[src/rtl/id_ex_stage.sv]
// ID/EX pipeline register and operand-select stage feeding the ALU.
// Captures the decoded instruction with stall/flush control, registers the
// decoded ALU control code, and applies EX/MEM and MEM/WB forwarding
// combinationally on the registered source operands.
module id_ex_stage #(
   parameter int XLEN = 32
) (
   input  logic            clk,
   input  logic            reset,
   input  logic            stall,
   input  logic            flush,
   input  logic            id_valid,
   input  logic [XLEN-1:0] id_rs1_data,
   input  logic [XLEN-1:0] id_rs2_data,
   input  logic [XLEN-1:0] id_imm,
   input  logic [4:0]      id_rs1,
   input  logic [4:0]      id_rs2,
   input  logic [4:0]      id_rd,
   input  logic [2:0]      id_funct3,
   input  logic            id_funct7b5,
   input  logic            id_alu_src,
   input  logic [1:0]      id_alu_op,
   input  logic            id_reg_write,
   input  logic            exmem_reg_write,
   input  logic            memwb_reg_write,
   input  logic [4:0]      exmem_rd,
   input  logic [4:0]      memwb_rd,
   input  logic [XLEN-1:0] exmem_result,
   input  logic [XLEN-1:0] memwb_result,
   output logic [XLEN-1:0] in1,
   output logic [XLEN-1:0] in2,
   output logic [3:0]      alu_control,
   output logic [XLEN-1:0] ex_store_data,
   output logic [4:0]      ex_rd,
   output logic            ex_reg_write,
   output logic            ex_valid,
   output logic [1:0]      fwd_a,
   output logic [1:0]      fwd_b
);

   localparam logic [3:0] ALU_AND = 4'b0000;
   localparam logic [3:0] ALU_OR  = 4'b0001;
   localparam logic [3:0] ALU_ADD = 4'b0010;
   localparam logic [3:0] ALU_XOR = 4'b0100;
   localparam logic [3:0] ALU_SUB = 4'b1000;

   localparam logic [1:0] FWD_REG   = 2'b00;
   localparam logic [1:0] FWD_EXMEM = 2'b10;
   localparam logic [1:0] FWD_MEMWB = 2'b01;

   // Decode the ALU control code from alu_op and the funct fields.
   // Immediate forms never subtract: bit 30 of an I-type is immediate data.
   function automatic logic [3:0] alu_decode(input logic [1:0] alu_op,
                                             input logic [2:0] funct3,
                                             input logic       funct7b5,
                                             input logic       alu_src);
      logic [3:0] ctl;
      ctl = ALU_ADD;
      case (alu_op)
         2'b01: ctl = ALU_SUB;
         2'b10: begin
            case (funct3)
               3'b000:  ctl = (funct7b5 && !alu_src) ? ALU_SUB : ALU_ADD;
               3'b100:  ctl = ALU_XOR;
               3'b110:  ctl = ALU_OR;
               3'b111:  ctl = ALU_AND;
               default: ctl = ALU_ADD;
            endcase
         end
         default: ctl = ALU_ADD;
      endcase
      return ctl;
   endfunction

   // Forward-select for one source index; EX/MEM has priority, x0 never forwards.
   function automatic logic [1:0] fwd_select(input logic [4:0] rs,
                                             input logic       em_we,
                                             input logic [4:0] em_rd,
                                             input logic       mw_we,
                                             input logic [4:0] mw_rd);
      logic [1:0] sel;
      sel = FWD_REG;
      if (em_we && (em_rd != 5'd0) && (em_rd == rs))
         sel = FWD_EXMEM;
      else if (mw_we && (mw_rd != 5'd0) && (mw_rd == rs))
         sel = FWD_MEMWB;
      return sel;
   endfunction

   logic            vld_p1;
   logic [4:0]      rs1_p1;
   logic [4:0]      rs2_p1;
   logic [4:0]      rd_p1;
   logic [XLEN-1:0] rs1_data_p1;
   logic [XLEN-1:0] rs2_data_p1;
   logic [XLEN-1:0] imm_p1;
   logic            alu_src_p1;
   logic            reg_write_p1;
   logic [3:0]      alu_ctl_p1;

   logic [XLEN-1:0] opa;
   logic [XLEN-1:0] opb;

   // ID -> EX boundary: reset/flush/bubble clear, stall holds, otherwise capture.
   always_ff @(posedge clk) begin
      if (reset || flush || (!stall && !id_valid)) begin
         vld_p1       <= 1'b0;
         rs1_p1       <= '0;
         rs2_p1       <= '0;
         rd_p1        <= '0;
         rs1_data_p1  <= '0;
         rs2_data_p1  <= '0;
         imm_p1       <= '0;
         alu_src_p1   <= 1'b0;
         reg_write_p1 <= 1'b0;
         alu_ctl_p1   <= ALU_AND;
      end else if (!stall) begin
         vld_p1       <= 1'b1;
         rs1_p1       <= id_rs1;
         rs2_p1       <= id_rs2;
         rd_p1        <= id_rd;
         rs1_data_p1  <= id_rs1_data;
         rs2_data_p1  <= id_rs2_data;
         imm_p1       <= id_imm;
         alu_src_p1   <= id_alu_src;
         reg_write_p1 <= id_reg_write;
         alu_ctl_p1   <= alu_decode(id_alu_op, id_funct3, id_funct7b5, id_alu_src);
      end
   end

   // Combinational forwarding and operand selection from live downstream results.
   always_comb begin
      fwd_a = fwd_select(rs1_p1, exmem_reg_write, exmem_rd, memwb_reg_write, memwb_rd);
      fwd_b = fwd_select(rs2_p1, exmem_reg_write, exmem_rd, memwb_reg_write, memwb_rd);
      case (fwd_a)
         FWD_EXMEM: opa = exmem_result;
         FWD_MEMWB: opa = memwb_result;
         default:   opa = rs1_data_p1;
      endcase
      case (fwd_b)
         FWD_EXMEM: opb = exmem_result;
         FWD_MEMWB: opb = memwb_result;
         default:   opb = rs2_data_p1;
      endcase
   end

   assign in1           = opa;
   assign in2           = alu_src_p1 ? imm_p1 : opb;
   assign ex_store_data = opb;
   assign alu_control   = alu_ctl_p1;
   assign ex_rd         = rd_p1;
   assign ex_reg_write  = reg_write_p1 & vld_p1;
   assign ex_valid      = vld_p1;

endmodule

[config.mk]
export PLATFORM = sky130hd
export DESIGN_NAME = id_ex_stage
export DESIGN_NICKNAME = d
export VERILOG_FILES = /design/src/rtl/id_ex_stage.sv
export SDC_FILE = /design/constraint.sdc
export NUM_CORES = 1
export LEC_CHECK = 0
export BUFFER_PORTS_ARGS = -buffer_cell sky130_fd_sc_hd__buf_4
export CAP_MARGIN = 15
export CORE_MARGIN = 10
export CORE_UTILIZATION = 40
export DETAILED_ROUTE_END_ITERATION = 7
export PLACE_DENSITY = 0.74
export SLEW_MARGIN = 20
export SYNTH_ARGS = -nofsm -noshare
export SYNTH_HDL_FRONTEND = slang
export SYNTH_SLANG_ARGS = --single-unit
[constraint.sdc]
create_clock -name clk -period 1.8 [get_ports clk]
set_input_delay 0.18 -clock clk [delete_from_list [all_inputs] [get_ports clk]]
set_output_delay 0.18 -clock clk [all_outputs]
set_load 0.005 [all_outputs]
# Word level (Yosys, flattened, before mapping)
# Index checks and enable logic that the tools add are counted.
# totals
ff_bits,118
wordCells,50
input_bits,200
# op_classes
bitwise,1
eq_ne,13
reduce_logical,16
mux,10
# op_table
cell,count
case mux 32 bit (2 select lines),2
2-to-1 mux 32 bit,1
== test 5 bit,4
case mux 4 bit (4 select lines),1
nonzero test 5 bit,2
"== test 3 bit, second input constant",3
logical AND 1 bit,8
case mux 4 bit (2 select lines),1
"== test 2 x 1 -> 1 bit, second input constant",3
"== test 2 bit, second input constant",3
2-to-1 mux 2 bit,2
2-to-1 mux 4 bit,1
zero test 1 bit,3
zero test 3 bit,1
logical OR 1 bit,2
2-to-1 mux 1 bit,2
AND 1 bit,1

# Depth between registers and ports, before layout
# Gate-level depths: netlist (run 1).
# logic_depth
word_depth,8
ltp_mapped,7
mapped_depth_nobuf,7

# Least setup slack after synthesis (run 1)
# OpenSTA, ideal clock, no wires.
# synth_path
kind,input port to output port
from,input port memwb_rd[1]
to,output port in2[10]
path_slack_ns,-0.074
cell_stages,7
n_path_buf,2
t_arrival_ns,1.694
path_cell_list,or4_1 -> o21a_1 -> and4_1 -> buf_6 -> buf_12 -> mux2i_1 -> a221oi_1
# synth_via
elab_chain_len,8
word_cells_on_any_way,10
# synth_lines
element,line,source
start: declaration,27,"input logic [4:0] memwb_rd,"
nonzero test 5 bit,85,else if (mw_we && (mw_rd != 5'd0) && (mw_rd == rs))
logical AND 1 bit,85,
logical AND 1 bit *,85,
2-to-1 mux 1 bit *,85,
2-to-1 mux 2 bit *,83,if (em_we && (em_rd != 5'd0) && (em_rd == rs))
== test 2 x 1 -> 1 bit / == test 2 bit (equally long branches),140,case (fwd_b)
case mux 32 bit (2 select lines) *,140,
2-to-1 mux 32 bit *,148,assign in2 = alu_src_p1 ? imm_p1 : opb;
end: declaration,31,"output logic [XLEN-1:0] in2,"
# Mark *: on every way between the ends. The rest lies on a longest branch, timed or not.

# Final worst setup path (run 1)
# layout_path
from,register rs2_p1[2]
to,output port ex_store_data[13]
# layout_via
elab_chain_len,6
word_cells_on_any_way,9
# layout_lines
element,line,source
start: declaration,92,logic [4:0] rs2_p1;
start signal: assignment,120,rs2_p1 <= id_rs2;
== test 5 bit,85,
logical AND 1 bit,85,
2-to-1 mux 1 bit,85,
2-to-1 mux 2 bit *,83,
== test 2 x 1 -> 1 bit / == test 2 bit (equally long branches),140,
case mux 32 bit (2 select lines) *,140,
end: declaration,33,"output logic [XLEN-1:0] ex_store_data,"
# Marks and branches as above.

==> results of run 1 <==
## state kept, by name, indices dropped and copies added, names as in the netlist
signal / flops
alu_control: 4
alu_src_p1: 1
ex_rd: 5
ex_valid: 1
imm_p1: 32
reg_write_p1: 1
rs1_data_p1: 32
rs1_p1: 5
rs2_data_p1: 32
rs2_p1: 5
## Yosys cell counts, drive strengths merged
library cell and n:
and4 3, dfxtp 118, xnor2 6, and2 2
nand2b 2, nand3 1, nand2 34, nand4b 1
o21ai 34, nor3b 2, inv 37, nor2 151
nor3 37, o21a 2, clkbuf 31, nor2b 2
xor2 14, buf 30, ha 2, nand3b 1
a221oi 32, a21oi 37, o221ai 1, or4 2
mux2i 177
## how the worst max path moves through the flow
stage                                 from                 to  slack [ns]
detailed placement             memwb_rd[1]  ex_store_data[12]       -0.40
global route        rs2_p1[2]$_SDFFE_PP0N_   ex_store_data[0]       -0.72
global placement               memwb_rd[1]  ex_store_data[12]       -0.38
floorplan                      memwb_rd[1]            in2[10]       -0.04
CTS                 rs2_p1[0]$_SDFFE_PP0N_  ex_store_data[12]       -0.62
finish              rs2_p1[2]$_SDFFE_PP0N_  ex_store_data[13]       -0.62
## worst max-delay path, stage by stage (launching register included)
cell and delay, ns:
dfxtp_2 0.33, xor2_1 0.17, nor3_2 0.20, and4_4 0.31, buf_12 0.21, mux2i_2 0.30, a21oi_1 0.13, buf_4 0.15
## routing by layer
layer / routed length [um] / vias to the layer above / global-route usage
li1: - / 3384 / -
met4: 671 / 2 / 0.0857
met5: 13 / - / 0
met2: 14200 / 313 / 0.408
met1: 11000 / 3369 / 0.273
met3: 2570 / 47 / 0.0783
## layout make-up
cell class,instances,area [um2],share of cell area
clock buffers,20,457,0.0395
clock inverters,9,105,0.00910
inverters,37,141,0.0122
multi-input cells,543,4350,0.377
flip-flops and latches,118,2380,0.206
well taps,216,270,0.0234
repair buffers,416,3850,0.333
## power breakdown
| group | leakage [nW] | total, mW | internal [mW] | switching, mW |
|---|---|---|---|---|
| sequential | 0.963 | 2.74 | 2.69 | 0.0568 |
| combinational | 3.80 | 1.48 | 0.862 | 0.619 |
| clock | 0.266 | 3.25 | 2.08 | 1.18 |
| total | 5.03 | 7.48 | 5.63 | 1.85 |
## cell families after synthesis
| kind of cell | Yosys count | synth area share |
|---|---|---|
| adder cells (fa/ha/maj) | 2 | 0.00387 |
| buffers and inverters | 98 | 0.0729 |
| XOR/XNOR | 20 | 0.0271 |
| AO/OA/AOI/OAI | 106 | 0.102 |
| AND/OR/NAND/NOR | 238 | 0.155 |
| multiplexers | 177 | 0.274 |
| flip-flops | 118 | 0.365 |
## metrics by stage
stage | util | cells | hold slack (ns) | setup slack [ns] | total power, mW
finish | 0.727 | 1359 | 0.0154 | -0.618 | 7.48
global route | 0.727 | 1359 | 0.00949 | -0.721 | 7.75
CTS | 0.698 | 1354 | 0.0000787 | -0.622 | 7.44
detailed placement | 0.595 | 1264 | 0.416 | -0.397 | 4.03
global placement | 0.595 | 1264 | 0.408 | -0.380 | 4.01
floorplan | - | 759 | 0.324 | -0.0352 | 3.29
## repair_timing
item | in CTS | in global routing
endpoints found under the setup margin | 100 | 100
endpoints found under the hold margin | 42 | 0
hold buffers | 42 | 0
buffers inserted | 7 | 6
pin swaps | 10 | 24
resized for setup | 94 | 78
cloned | 12 | 4
==> qor.txt, run 1 <==
Outcome - finished, violations left
Violated checks - setup timing
Hold path startpoint - id_imm[31]
Routed wire length - 28.5 mm
CTS tree - done
Crit path arrival time - 2.24 ns
Die span in y - 147 um
Worst Setup End Kind - primary output
Share of cells above drive strength 1 - 0.448
Setup TNS Final - -51.28 ns
#FFs+latches synth - 118
Post-route minimum period - 2.42 ns
Nets@finish - 1,335
Wire length per cell - 21.0 um
Die width - 147 um
Flop2flop setup slack - 0.99 ns
Ranking of synthesized cells by area - dfxtp_1, mux2i_1, nor2_1
Post-route cell area - 0.0116 mm2
Total grt overflow - 0
Final ANT Viol Nets - 0
Vias in the first global route - 7,303
DRC violations left - 0
Relative slew slack - 0.656
Top Ports - 311
CTS HTree Levels - 4
Worst min path class - input port to flip-flop
Fill cells - 1,153
Synth Area per Inst - 8.52 um2
PwrDens - 648 mW/mm2
RSZ-0062 raised after global routing - yes
Mapped cell area - 0.00647 mm2
Gp weighted congestion - 0.873
Clock Pin Slew Worst Setup and Hold Paths - 0.06 ns
Initial core utilization - 0.407
Most frequent cells in the layout - buf_4, nor2_1, mux2i_1
WP data required - 1.62 ns
Total Routing Usage GR - 0.239
Sequential area share after synthesis - 0.365
CP max FO - 13
Clk_skew - 0 ns
Largest net degree at the start of global routing - 53
Worst Setup Start Kind - flip-flop
Port Buf Inserts - 310
1st-pass router iterations - 4
Worst Setup Path Type - flip-flop to primary output
Syn Inst Count - 759
Top cell type's share of synthesized area - 0.365
Final Slew Violations - 0
Reg2reg start - alu_src_p1$_SDFFE_PP0N_
Clk buf depth - 2
Worst-margin pin slew - 0.514 ns
Diode count - 0
Max Clock Freq - 414 MHz
Area grow syn2layout - 78.6%
R2R depth - 2
PnR worst setup slack - -0.618 ns
Synth area leader - dfxtp_1
R2R Path End - alu_src_p1$_SDFFE_PP0N_
Post-DP Area - 0.00945 mm2
Commonest non-fill, non-tap cell in the layout - buf_4
DRT iter0 DRCs - 453
Leakage - 5.03 nW
Skew-Pair Late Insertion Delay - 0.40 ns
Root Driver - clkbuf_16
Synthesized net count - 961
Number of antenna violations at the first check in global routing - 1
Setup violators final - 100
Max VDD drop - 0.000624 V
Global-route wire length before repair - 41.3 mm
# Max-Cap Violations - 0
Die area - 0.0217 mm2
Yosys Warn Count - 0
Final hold vios - 0
Vias per cell - 5.24
Via count - 7,115
Row count - 46
Hold Path Cell Cnt - 3
Clock Sinks - 118
Final period util - 1.34
Std-Cell Core Area - 0.0159 mm2
Distinct cell type count after synthesis - 31
Final HPWL DP - 18.9 mm
CTS buffer count - 17
Hold-critical path endpoint - imm_p1[31]$_SDFFE_PP0N_
Note: power is estimated with default switching activity, not from simulation.
==> inputs of run 2 (changes only) <==
--- a/config.mk
+++ b/config.mk
@@ -5,12 +5,12 @@
 export SDC_FILE = /design/constraint.sdc
 export NUM_CORES = 1
 export LEC_CHECK = 0
-export BUFFER_PORTS_ARGS = -buffer_cell sky130_fd_sc_hd__buf_4
+export BUFFER_PORTS_ARGS = -buffer_cell sky130_fd_sc_hd__clkbuf_2
 export CAP_MARGIN = 15
 export CORE_MARGIN = 10
 export CORE_UTILIZATION = 40
 export DETAILED_ROUTE_END_ITERATION = 7
-export PLACE_DENSITY = 0.74
+export PLACE_DENSITY = 0.71
 export SLEW_MARGIN = 20
 export SYNTH_ARGS = -nofsm -noshare
 export SYNTH_HDL_FRONTEND = slang
==> constraint.sdc (replaced) <==
create_clock -name clk -period 2.99 [get_ports clk]
set_input_delay 0.299 -clock clk [delete_from_list [all_inputs] [get_ports clk]]
set_output_delay 0.299 -clock clk [all_outputs]
set_load 0.005 [all_outputs]
==> qor.txt, run 2 (synthesized netlist as in run 1, its figures left out) <==
Outcome - complete, no violations
R2R Path End - alu_src_p1$_SDFFE_PP0N_
Gp weighted congestion - 0.854 (-2.2%)
Crit path arrival time - 2.51 ns (+0.27 ns)
Std-Cell Core Area - 0.0159 mm2 (unchanged)
Root Driver - clkbuf_16
Hold Worst Slack - 0.112 ns (+0.0965 ns)
Port Buf Inserts - 310 (unchanged)
Fill cells - 1,470 (+27%)
Max VDD drop - 0.000357 V (-43%)
Skew-Pair Late Insertion Delay - 0.41 ns (about the same)
Post-Layout Cell Count - 1,278 (-6.0%)
1st-pass router iterations - 5 (+1)
Leakage - 4.15 nW (-18%)
Final Slew Violations - 0 (unchanged)
CTS tree - done
Commonest non-fill, non-tap cell in the layout - clkbuf_2
Die area - 0.0217 mm2 (unchanged)
DRC violations left - 0 (unchanged)
CP max FO - 23 (+10)
Final ANT Viol Nets - 0 (unchanged)
Wire length per cell - 17.6 um (-16%)
Clock Sinks - 118 (unchanged)
CTS buffer count - 17 (unchanged)
Final hold vios - 0 (unchanged)
Setup violators final - 0 (-100%)
Flop2flop setup slack - 1.75 ns (+0.76 ns)
Origin of the worst setup path - rs2_p1[3]$_SDFFE_PP0N_
Number of antenna violations at the first check in global routing - 1 (unchanged)
Setup TNS Final - 0 ns (+51.28 ns)
Footprint of the multi-input gates - 0.00368 mm2 (-15%)
Row count - 46 (unchanged)
Placed Cells - 1,241 (-1.8%)
Hold path startpoint - id_rs1_data[31]
RSZ-0062 raised after global routing - no
Initial core utilization - 0.407 (unchanged)
Total Routing Usage GR - 0.198 (-0.0410)
Clock Pin Slew Worst Setup and Hold Paths - 0.06 ns (about the same)
WP data required - 2.69 ns (+1.07 ns)
Area grow syn2layout - 36.9%
Clk_skew - 0 ns (unchanged)
Most frequent cells in the layout - clkbuf_2, mux2i_1, nor2_1
Reg2reg start - alu_src_p1$_SDFFE_PP0N_
Clk buf depth - 2 (unchanged)
Routed wire length - 22.5 mm (-21%)
Worst Setup End Kind - primary output
Largest regs - imm_p1: 32 flops, rs1_data_p1: 32 flops, rs2_data_p1: 32 flops
Largest net degree at the start of global routing - 74 (+40%)
Die span in y - 147 um (unchanged)
Max Clock Freq - 356 MHz
Final HPWL DP - 17.5 mm (-7.5%)
PwrDens - 505 mW/mm2 (-22%)
Vias in the first global route - 6,518 (-11%)
Share of cells above drive strength 1 - 0.349 (-0.0992)
Vias per cell - 5.01 (-4.3%)
Worst min path class - input port to flip-flop
Post-route cell area - 0.00886 mm2 (-23%)
Total grt overflow - 0 (unchanged)
Via count - 6,403 (-10%)
R2R depth - 3 (+1)
DRT iter0 DRCs - 355 (-22%)
# Max-Cap Violations - 0 (unchanged)
Post-route minimum period - 2.81 ns
Critical Path End - in2[11]
Post-DP Area - 0.00816 mm2 (-14%)
Worst-margin pin slew - 0.840 ns (+0.325 ns)
Global-route wire length before repair - 34.7 mm (-16%)
Pwr Total - 4.47 mW (-40%)
Worst Setup Start Kind - flip-flop
Worst Setup Path Type - flip-flop to primary output
Hold Buf Count CTS - 0 (-100%)
Die width - 147 um (unchanged)
CTS HTree Levels - 4 (unchanged)
Register area - 0.00236 mm2 (-0.58%)
Top Ports - 311 (unchanged)
Nets@finish - 1,250 (-6.4%)
Relative slew slack - 0.440 (-0.216)
Final period util - 0.941
-- run 2: metrics by stage --
step | setup slack, ns | utilization
3_5_place_dp | 0.334 | 0.513
2_1_floorplan | 0.878 | -
6_report | 0.177 | 0.558
5_1_grt | 0.0349 | 0.558
3_3_place_gp | 0.330 | 0.513
4_1_cts | 0.00750 | 0.555
-- run 2: cell type report --
type                            instances  area share
Tap cell                              216      0.0305
Clock buffer                           20      0.0516
Inverter                               37      0.0157
Multi-Input combinational cell        544       0.415
Timing Repair Buffer                  330       0.197
Antenna cell                            1    0.000282
Sequential cell                       118       0.267
Clock inverter                         12      0.0226
-- run 2: worst min path at each step --
stage | to | depth (start not counted)
6_report | rs1_data_p1[31]$_SDFFE_PP0N_ | 3
5_1_grt | rs2_data_p1[17]$_SDFFE_PP0N_ | 3
4_1_cts | ex_rd[0]$_SDFFE_PP0N_ | 3
3_5_place_dp | ex_valid$_SDFFE_PP0N_ | 2
3_3_place_gp | ex_valid$_SDFFE_PP0N_ | 2
2_1_floorplan | alu_src_p1$_SDFFE_PP0N_ | 2
-- run 2: worst max-delay path, stage by stage, from the launching register on --
cell and delay [ns]:
dfxtp_1 0.34, xor2_1 0.18, nor3_2 0.37, nand3_4 0.20
inv_1 0.16, nor2_4 0.04, buf_4 0.24, a221oi_1 0.38
clkbuf_2 0.19
-- run 2: timing repair --
item	4_1_cts	5_1_grt
setup buffers	0	3
pin swaps	0	1
setup endpoints to repair	8	19
resized for setup	1	2
cloned	0	1
endpoints found under the hold margin	0	0
-- run 2: power breakdown --
| part | total, mW | internal (mW) | switching [mW] | leakage, nW |
|---|---|---|---|---|
| Sequential | 1.65 | 1.62 | 0.0285 | 0.959 |
| Clock | 2.25 | 1.52 | 0.726 | 0.312 |
| Combinational | 0.582 | 0.288 | 0.294 | 2.88 |
-- run 2: per-layer routing --
layer | share of wire | vias to the layer above | global-route usage | routed length [um]
met5 | 0 | - | 0 | 0
met4 | 0.020 | 0 | 0.0773 | 446
met3 | 0.087 | 34 | 0.0780 | 1970
met2 | 0.49 | 237 | 0.332 | 10900
met1 | 0.41 | 2927 | 0.221 | 9150
li1 | - | 3205 | - | -
